$ cat src/rtl/ad_fifo_pkg.sv
// Shared types and default sizing for the USB2 receive add/drop elastic FIFO
// and its sequencing controller.
package ad_fifo_pkg;

    typedef enum logic [2:0] {
        IDLE,
        FILL,
        TRACK,
        COOL,
        RECOVER
    } state_t;

    localparam int DEF_DEPTH     = 8;
    localparam int DEF_CNT_W     = 4;
    localparam int DEF_HI_THR    = 6;
    localparam int DEF_LO_THR    = 2;
    localparam int DEF_COOLDOWN  = 16;
    localparam int DEF_FLUSH_CYC = 4;

endpackage

$ cat src/rtl/ad_fifo_ctrl_occ_counter.sv
// Saturating up/down counter (range 0..MAX) with synchronous clear and load.
// Serves as the occupancy model and as the cooldown/flush down-counter.
module occ_counter #(
    parameter int W   = 4,
    parameter int MAX = 8
) (
    input  logic              clk,
    input  logic              rst_n,
    input  logic              clr,
    input  logic              load,
    input  logic [W-1:0]      load_val,
    input  logic signed [2:0] delta,
    output logic [W-1:0]      value
);

    localparam logic signed [W+1:0] MAX_S = (W+2)'(MAX);

    logic signed [W+1:0] sum;

    // Two guard bits keep the sum exact for delta in -2..+2 before clamping.
    always_comb sum = $signed({2'b00, value}) + (W+2)'(delta);

    always_ff @(posedge clk or negedge rst_n) begin
        if (!rst_n)
            value <= '0;
        else if (clr)
            value <= '0;
        else if (load)
            value <= load_val;
        else if (sum[W+1])
            value <= '0;
        else if (sum > MAX_S)
            value <= W'(MAX);
        else
            value <= sum[W-1:0];
    end

endmodule

$ cat src/rtl/ad_fifo_ctrl.sv
// Add/drop elastic FIFO sequencing controller: occupancy model, fill/track
// with windowed corrections, and flush/refill recovery on FIFO errors.
module ad_fifo_ctrl
    import ad_fifo_pkg::*;
#(
    parameter int DEPTH     = DEF_DEPTH,
    parameter int CNT_W     = DEF_CNT_W,
    parameter int HI_THR    = DEF_HI_THR,
    parameter int LO_THR    = DEF_LO_THR,
    parameter int COOLDOWN  = DEF_COOLDOWN,
    parameter int FLUSH_CYC = DEF_FLUSH_CYC
) (
    input  logic             clk,
    input  logic             rst_n,
    input  logic             enable,
    input  logic             wr_tick,
    input  logic             rd_tick,
    input  logic             adj_ok,
    input  logic             underflow,
    input  logic             overflow,
    output logic             rd_en,
    output logic             add,
    output logic             drop,
    output logic             flush,
    output logic [CNT_W-1:0] level,
    output logic             locked,
    output logic [7:0]       err_count
);

    localparam int TMR_MAX = (COOLDOWN > FLUSH_CYC ? COOLDOWN : FLUSH_CYC) - 1;
    localparam int TMR_W   = (TMR_MAX > 0) ? $clog2(TMR_MAX + 1) : 1;

    state_t             state, nxt;
    logic [TMR_W-1:0]   tmr, tmr_val;
    logic               tmr_load;
    logic               add_n, drop_n;
    logic               fifo_err;
    logic               wr_cnt, rd_cnt;
    logic               lvl_clr;
    logic signed [2:0]  lvl_delta;

    assign fifo_err = underflow | overflow;

    always_comb begin
        nxt      = state;
        add_n    = 1'b0;
        drop_n   = 1'b0;
        tmr_load = 1'b0;
        tmr_val  = '0;
        if (!enable) begin
            nxt = IDLE;
        end else begin
            case (state)
                IDLE:    nxt = FILL;
                FILL:    if (level >= CNT_W'(DEPTH / 2)) nxt = TRACK;
                TRACK: begin
                    if (fifo_err) begin
                        nxt = RECOVER;
                    end else if (adj_ok && level >= CNT_W'(HI_THR)) begin
                        nxt    = COOL;
                        drop_n = 1'b1;
                    end else if (adj_ok && level <= CNT_W'(LO_THR)) begin
                        nxt   = COOL;
                        add_n = 1'b1;
                    end
                end
                COOL: begin
                    if (fifo_err)       nxt = RECOVER;
                    else if (tmr == '0) nxt = TRACK;
                end
                RECOVER: if (tmr == '0) nxt = FILL;
                default: nxt = IDLE;
            endcase
        end
        // Timer holds remaining-cycles-minus-one so the exit test is tmr == 0.
        if (nxt == COOL && state != COOL) begin
            tmr_load = 1'b1;
            tmr_val  = TMR_W'(COOLDOWN - 1);
        end else if (nxt == RECOVER && state != RECOVER) begin
            tmr_load = 1'b1;
            tmr_val  = TMR_W'(FLUSH_CYC - 1);
        end
    end

    // Corrections apply in the cycle the registered Add/Drop pulse is visible.
    always_comb begin
        wr_cnt    = wr_tick && state != IDLE && state != RECOVER;
        rd_cnt    = rd_tick && rd_en;
        lvl_delta = $signed({2'b00, wr_cnt}) - $signed({2'b00, rd_cnt})
                  + $signed({2'b00, add})    - $signed({2'b00, drop});
        lvl_clr   = nxt == IDLE || nxt == RECOVER;
    end

    occ_counter #(.W(CNT_W), .MAX(DEPTH)) u_level (
        .clk      (clk),
        .rst_n    (rst_n),
        .clr      (lvl_clr),
        .load     (1'b0),
        .load_val ('0),
        .delta    (lvl_delta),
        .value    (level)
    );

    occ_counter #(.W(TMR_W), .MAX(TMR_MAX)) u_timer (
        .clk      (clk),
        .rst_n    (rst_n),
        .clr      (1'b0),
        .load     (tmr_load),
        .load_val (tmr_val),
        .delta    (3'sb111),
        .value    (tmr)
    );

    always_ff @(posedge clk or negedge rst_n) begin
        if (!rst_n) begin
            state     <= IDLE;
            rd_en     <= 1'b0;
            locked    <= 1'b0;
            add       <= 1'b0;
            drop      <= 1'b0;
            flush     <= 1'b0;
            err_count <= '0;
        end else begin
            state  <= nxt;
            rd_en  <= nxt == TRACK || nxt == COOL;
            locked <= nxt == TRACK || nxt == COOL;
            add    <= add_n;
            drop   <= drop_n;
            flush  <= nxt == RECOVER;
            if (nxt == RECOVER && state != RECOVER && err_count != 8'hFF)
                err_count <= err_count + 8'd1;
        end
    end

endmodule

$ cat config.mk
export PLATFORM = sky130hd
export DESIGN_NAME = ad_fifo_ctrl
export DESIGN_NICKNAME = d
export VERILOG_FILES = /design/src/rtl/ad_fifo_pkg.sv /design/src/rtl/ad_fifo_ctrl_occ_counter.sv /design/src/rtl/ad_fifo_ctrl.sv
export SDC_FILE = /design/constraint.sdc
export NUM_CORES = 1
export LEC_CHECK = 0
export CAP_MARGIN = 40
export CORE_MARGIN = 3
export CORE_UTILIZATION = 50
export CTS_CLUSTER_SIZE = 28
export DETAILED_ROUTE_END_ITERATION = 6
export MAX_ROUTING_LAYER = met4
export PLACE_DENSITY = 0.76
export SYNTH_ARGS = -nofsm -noshare
export SYNTH_HDL_FRONTEND = slang
export SYNTH_SLANG_ARGS = --single-unit
$ cat constraint.sdc
create_clock -name clk -period 8 [get_ports clk]
set_input_delay 1.6 -clock clk [delete_from_list [all_inputs] [get_ports clk]]
set_output_delay 1.6 -clock clk [all_outputs]
set_load 0.01 [all_outputs]
# Word level (Yosys, flattened, before mapping)
# Cells that the tools add are included.
[word_totals]
register_bits = 23
latchBits = 0
ram_bits = 0
rom_bits = 0
in_bits = 8
out_inout_bits = 17
wordCells = 72
n_memories = 0
[classes]
n_addsub = 6
n_mul = 0
div_mod_pow = 0
magnitude_cmp = 5
n_eq_ne = 10
shifts = 0
n_mux = 28
bitwise = 1
n_reduce_logical = 14
[op_table]
columns = ["op", "count"]
rows = [
  ["$mux W4", 7],
  ["$mux W3", 8],
  ["$pmux W3 S5", 1],
  ["$eq A3 B2 Y1 const B", 4],
  ["$gt A6 B5 Y1 const B", 2],
  ["$mux W1", 11],
  ["$add A8 B1 Y8 const B", 1],
  ["$ge A4 B3 Y1 const B", 2],
  ["$logic_and A1 B1 Y1", 8],
  ["$ne A8 B8 Y1 const B", 1],
  ["$add A5 B1 Y6 const B", 1],
  ["$add A5 B3 Y6", 1],
  ["$eq A3 B3 Y1 const B", 2],
  ["$logic_not A3 Y1", 2],
  ["$le A4 B2 Y1 const B", 1],
  ["$logic_not A4 Y1", 1],
  ["$add A2 B2 Y3", 1],
  ["$eq A3 B1 Y1 const B", 1],
  ["$ne A3 B2 Y1 const B", 1],
  ["$ne A3 B3 Y1 const B", 1],
  ["$reduce_bool A3 Y1", 1],
  ["$sub A3 B2 Y3", 1],
  ["$logic_or A1 B1 Y1", 2],
  ["$mux W2", 1],
  ["other kinds (2)", 2],
]

# Depth between registers and ports, before layout
[depth]
word_depth = 12
mapped_depth = 15

# Cells and area by module
# A second synthesis with hierarchy kept.
[hier_totals]
hier_cells = 184
area_unflattened_um2 = 1755.4
[modules_own_cells]
columns = ["module", "instances", "cells_per_inst", "area_per_inst_um2", "seq_area_each_um2"]
rows = [
  ["ad_fifo_ctrl", 1, 93, 935.9, 375.4],
  ["occ_counter at u_level", 1, 50, 441.7, 100.1],
  ["occ_counter at u_timer", 1, 41, 377.9, 100.1],
]

# Worst setup path after synthesis
# Ideal clock, no wire load.
[synth_timing]
path_kind = "input to register"
start = "input port wr_tick"
end = "register u_level.value[0]"
setup_time_ps = 133
arrival_ps = 4388
required_time_ps = 7867
setup_slack_ps = 3478
path_stages = 11
n_path_buf = 0
cell_sequence = "nor2b_1 fa_1 ha_1 fa_1 inv_1 ha_1 and3_4 a211oi_4 mux2_2 a221oi_2 nor3b_1"
[synth_between]
elab_chain_len = 10
[synth_rtl]
columns = ["element", "line_no", "source"]
rows = [
  ["start: declaration", "ad_fifo_ctrl.sv:16", "input logic wr_tick,"],
  ["$logic_and A1 B1 Y1 (*) (2 in a row)", "ad_fifo_ctrl.sv:87", "wr_cnt = wr_tick && state != IDLE && state != RECOVER;"],
  ["$sub A1 B1 Y2 (*)", "ad_fifo_ctrl.sv:89", "lvl_delta = $signed({2'b00, wr_cnt}) - $signed({2'b00, rd_cnt})"],
  ["$add A2 B2 Y3 (*)", "ad_fifo_ctrl.sv:90", "+ $signed({2'b00, add}) - $signed({2'b00, drop});"],
  ["$sub A3 B2 Y3 (*)", "ad_fifo_ctrl.sv:90", ""],
  ["$add A5 B3 Y6 (*)", "ad_fifo_ctrl_occ_counter.sv:21", "always_comb sum = $signed({2'b00, value}) + (W+2)'(delta);"],
  ["$gt A6 B5 Y1", "ad_fifo_ctrl_occ_counter.sv:32", "else if (sum > MAX_S)"],
  ["$mux W4", "ad_fifo_ctrl_occ_counter.sv:32", ""],
  ["$mux W4 (*)", "ad_fifo_ctrl_occ_counter.sv:30", "else if (sum[W+1])"],
  ["$mux W4 (*)", "ad_fifo_ctrl_occ_counter.sv:26", "else if (clr)"],
  ["end signal: assignment", "ad_fifo_ctrl_occ_counter.sv:29", "value <= load_val;"],
  ["end signal: assignment", "ad_fifo_ctrl_occ_counter.sv:33", "value <= W'(MAX);"],
  ["end signal: assignment", "ad_fifo_ctrl_occ_counter.sv:35", "value <= sum[W-1:0];"],
  ["end: declaration", "ad_fifo_ctrl_occ_counter.sv:13", "output logic [W-1:0] value"],
]
# Every way passes the cells marked *; elsewhere a longest branch is shown, timed or not.
# A chain may end at the register's enable or synchronous reset.

# Worst setup path after layout
[layout_timing]
start = "input port wr_tick"
end = "register u_level.value[1]"
# The elaborated chain is that of the path after synthesis.

==> impl_metrics.csv <==
group,metric,value,unit
finish,fillers,257,
timing,grt_setup_unrepaired,"no",
yosys,yosysWarningCount,0,
detailed_routing,wl,3110,um
detailed_routing,post_drt_wl_per_cell,14.6,um
worst_hold_path,hold_class,"reg -> reg",
timing,period_needed,4920,ps
yosys,synthesis.area,1520,sq um
setup_path,crit_type,"in -> reg",
timing,setup_viol,0,
timing,fin_tns_setup,0,ps
clocking,clk_latency,310,ps
finish,area_growth,20.0,%
yosys,synthesis.nets,179,
yosys,synth_simple_gate_area_share,23.3,%
floorplan,die_h,61.1,um
timing,worst_pin_slew,521,ps
detailed_routing,vias,1195,
floorplan,die-area,3730,sq um
power_and_ir_drop,worst_ir_drop_vdd,0.122,mV
clocking,clock_sinks,23,
clocking,ctsResizeCount,0,
detailed_routing,vias_per_cell,5.61,
yosys,synth_area_leaders,"dfrtp_1 (38%), ha_1 (9.9%), fa_1 (4.0%), nor2b_1 (3.3%), inv_1 (3.2%)",
global_route,grt_pass1_wl,5320,um
timing,drv_slew,0,
yosys,synthMuxAreaShare,2.80,%
yosys,synth_top_area_cell,"dfrtp_1",
setup_path,crit_required,8190,ps
setup_path,crit_fanout,7,
placed_design,placed_area,1790,sq um
yosys,synth_top_cells_by_count,"dfrtp_1 (23), inv_1 (13), ha_1 (12), nor2_1 (11), nand2_1 (10)",
detailed_routing,firstDrtPassIters,4,
floorplan,io_pins,25,
floorplan,core,2830,sq um
yosys,synth_edf_count,0,
yosys,avgSynthCellArea,9.73,sq um
placed_design,place_congestion,0.809,
setup_path,cp.arrival,5120,ps
timing,hold_viol,0,
yosys,async_flop_share,100,%
yosys,synth_seq_cells,23,
power_and_ir_drop,p_per_area,142,nW/um^2
yosys,yosysMostFrequentCell,"dfrtp_1",
clocking,cts_hold_buf,0,
floorplan,rows,19,
run_status,status,"finished clean",
finish,multi_input_area,876,sq um
yosys,syn_inst,156,
finish,fin_area,1820,sq um
timing,whs,527,ps
timing,finClkSkew,9.63,ps
floorplan,die_x,61.1,um
timing,fmax,203,MHz
yosys,synth_compound_area_share,12.5,%
timing,fin_crit_sh,61.5,%
yosys,synth_ff_type,"dfrtp_1",
placed_design,dp_cells,209,
timing,slew_headroom,64.8,%
finish,drive_above_1_share,6.59,%
global_route,grt_pass1_vias,1244,
yosys,synth_top_family_by_area,"simple AND/OR/NAND/NOR gates",
global_route,antenna_found_initial,0,
floorplan,start_util,53.6,%
yosys,yosysUniqueCellTypes,41,
yosys,synthXorXnorAreaFrac,5.19,%
finish,seq_area,576,sq um
clocking,cts_max_path_buffers,2,
clocking,cts.root.buffer_cell,"clkbuf_4",
job,cap_violations,0,
detailed_routing,drt_iter0_markers,39,
detailed_routing,ant_nets,0,
setup_path,end_kind,"register",
global_route,grt_overflow,0,
clocking,post_cts_buffers,0,
finish,diodes,0,
setup_path,startpoint_type,"input port",
clocking,htreeDepth,1,
clocking,path_clk_slew,130,ps
finish,instances_no_fill,213,
yosys,synthAdderAreaFrac,13.8,%
placed_design,hpwl,2460,um
yosys,ys_seq_area_share,37.9,%
finish,fin_nets,206,
power_and_ir_drop,power.static_leakage,0.833,nW
clocking,numCtsBuffers,3,
finish,final_util,64.4,%
detailed_routing,drt_drc_violations_left,0,
global_route,grt_usage,19.4,%
yosys,synth_top_area_share,37.9,%
global_route,grt_max_degree,20,
placed_design,port_buffers,24,
clocking,cts_tree,"done",
[cells in the final DEF, fill, tap and decap left out, drive strengths merged, types with 2 or more instances in the layout]
cell type / instances
nand2: 10
a21boi: 2
mux2i: 2
nand3b: 2
nor3b: 4
nor2: 11
inv: 13
o21ai: 8
nand3: 6
xnor2: 4
fa: 3
ha: 12
and4: 2
nor3: 4
and2: 3
nor2b: 8
xor2: 5
clkdlybuf4s50: 24
nor4: 4
and3: 4
a211oi: 2
mux2: 2
a21oi: 6
dfrtp: 23
clkbuf: 3
[cells by family after synthesis]
kind of cell	after synthesis
multiplexers	4
AND/OR/NAND/NOR	63
buffers and inverters	16
AO/OA/AOI/OAI	26
flip-flops	23
XOR/XNOR	9
adder cells (fa/ha/maj)	15
[final cells by class]
class	instances	share of cell area [%]
clock buffers	3	1.24
well taps	31	2.13
inverters	13	2.68
multi-input cells	117	48.1
clock inverters	1	0.275
repair buffers	25	14.0
flip-flops and latches	23	31.6
[layer usage]
| layer | vias up | global-route usage (%) | wire length (um) |
|---|---|---|---|
| met2 | 31 | 30.5 | 1500 |
| met5 | - | - | 0 |
| met4 | 0 | 5.88 | 10 |
| met3 | 2 | 2.73 | 138 |
| li1 | 598 | - | - |
| met1 | 564 | 25.9 | 1460 |
[sequential cells by signal, summed over array words and instances (netlist names)]
register and cells:
u_level.value 4, flush 1, add 1, u_timer.value 4, err_count 8, state 3, drop 1, locked 1
[per-stage QoR]
| step | power [mW] | setup slack (ps) |
|---|---|---|
| after detailed placement | 0.209 | 2760 |
| final | 0.259 | 3080 |
| after CTS | 0.262 | 3100 |
| after global placement | 0.205 | 2900 |
| after global routing | 0.280 | 2910 |
| after floorplan | 0.187 | 3480 |
[worst max-delay path, cell delays in order]
cell	delay [ps]
clkdlybuf4s50_1	460
nor2b_1	210
fa_1	450
ha_1	200
fa_1	380
inv_1	180
ha_1	280
and3_4	160
a211oi_4	380
mux2_2	390
a221oi_2	310
nor3_1	100
[final timing paths]
kind	start	cells after the start	to	slack, ps
min in group asynchronous	rst_n	1	state[1]	1510
min reg2reg	err_count[0]	1	err_count[0]	530
max in group asynchronous	rst_n	2	u_timer.value[1]	6080
max	wr_tick	12	u_level.value[1]	3080
max reg2reg	state[1]	12	u_level.value[1]	4180
min	err_count[0]	1	err_count[0]	530
[power breakdown]
group,switching [mW],leakage [nW],internal [mW]
combinational,0.0328,0.506,0.0302
clock,0.0342,0.0177,0.0187
sequential,0.0141,0.309,0.129
No activity file was read; power rests on OpenSTA's default activity.
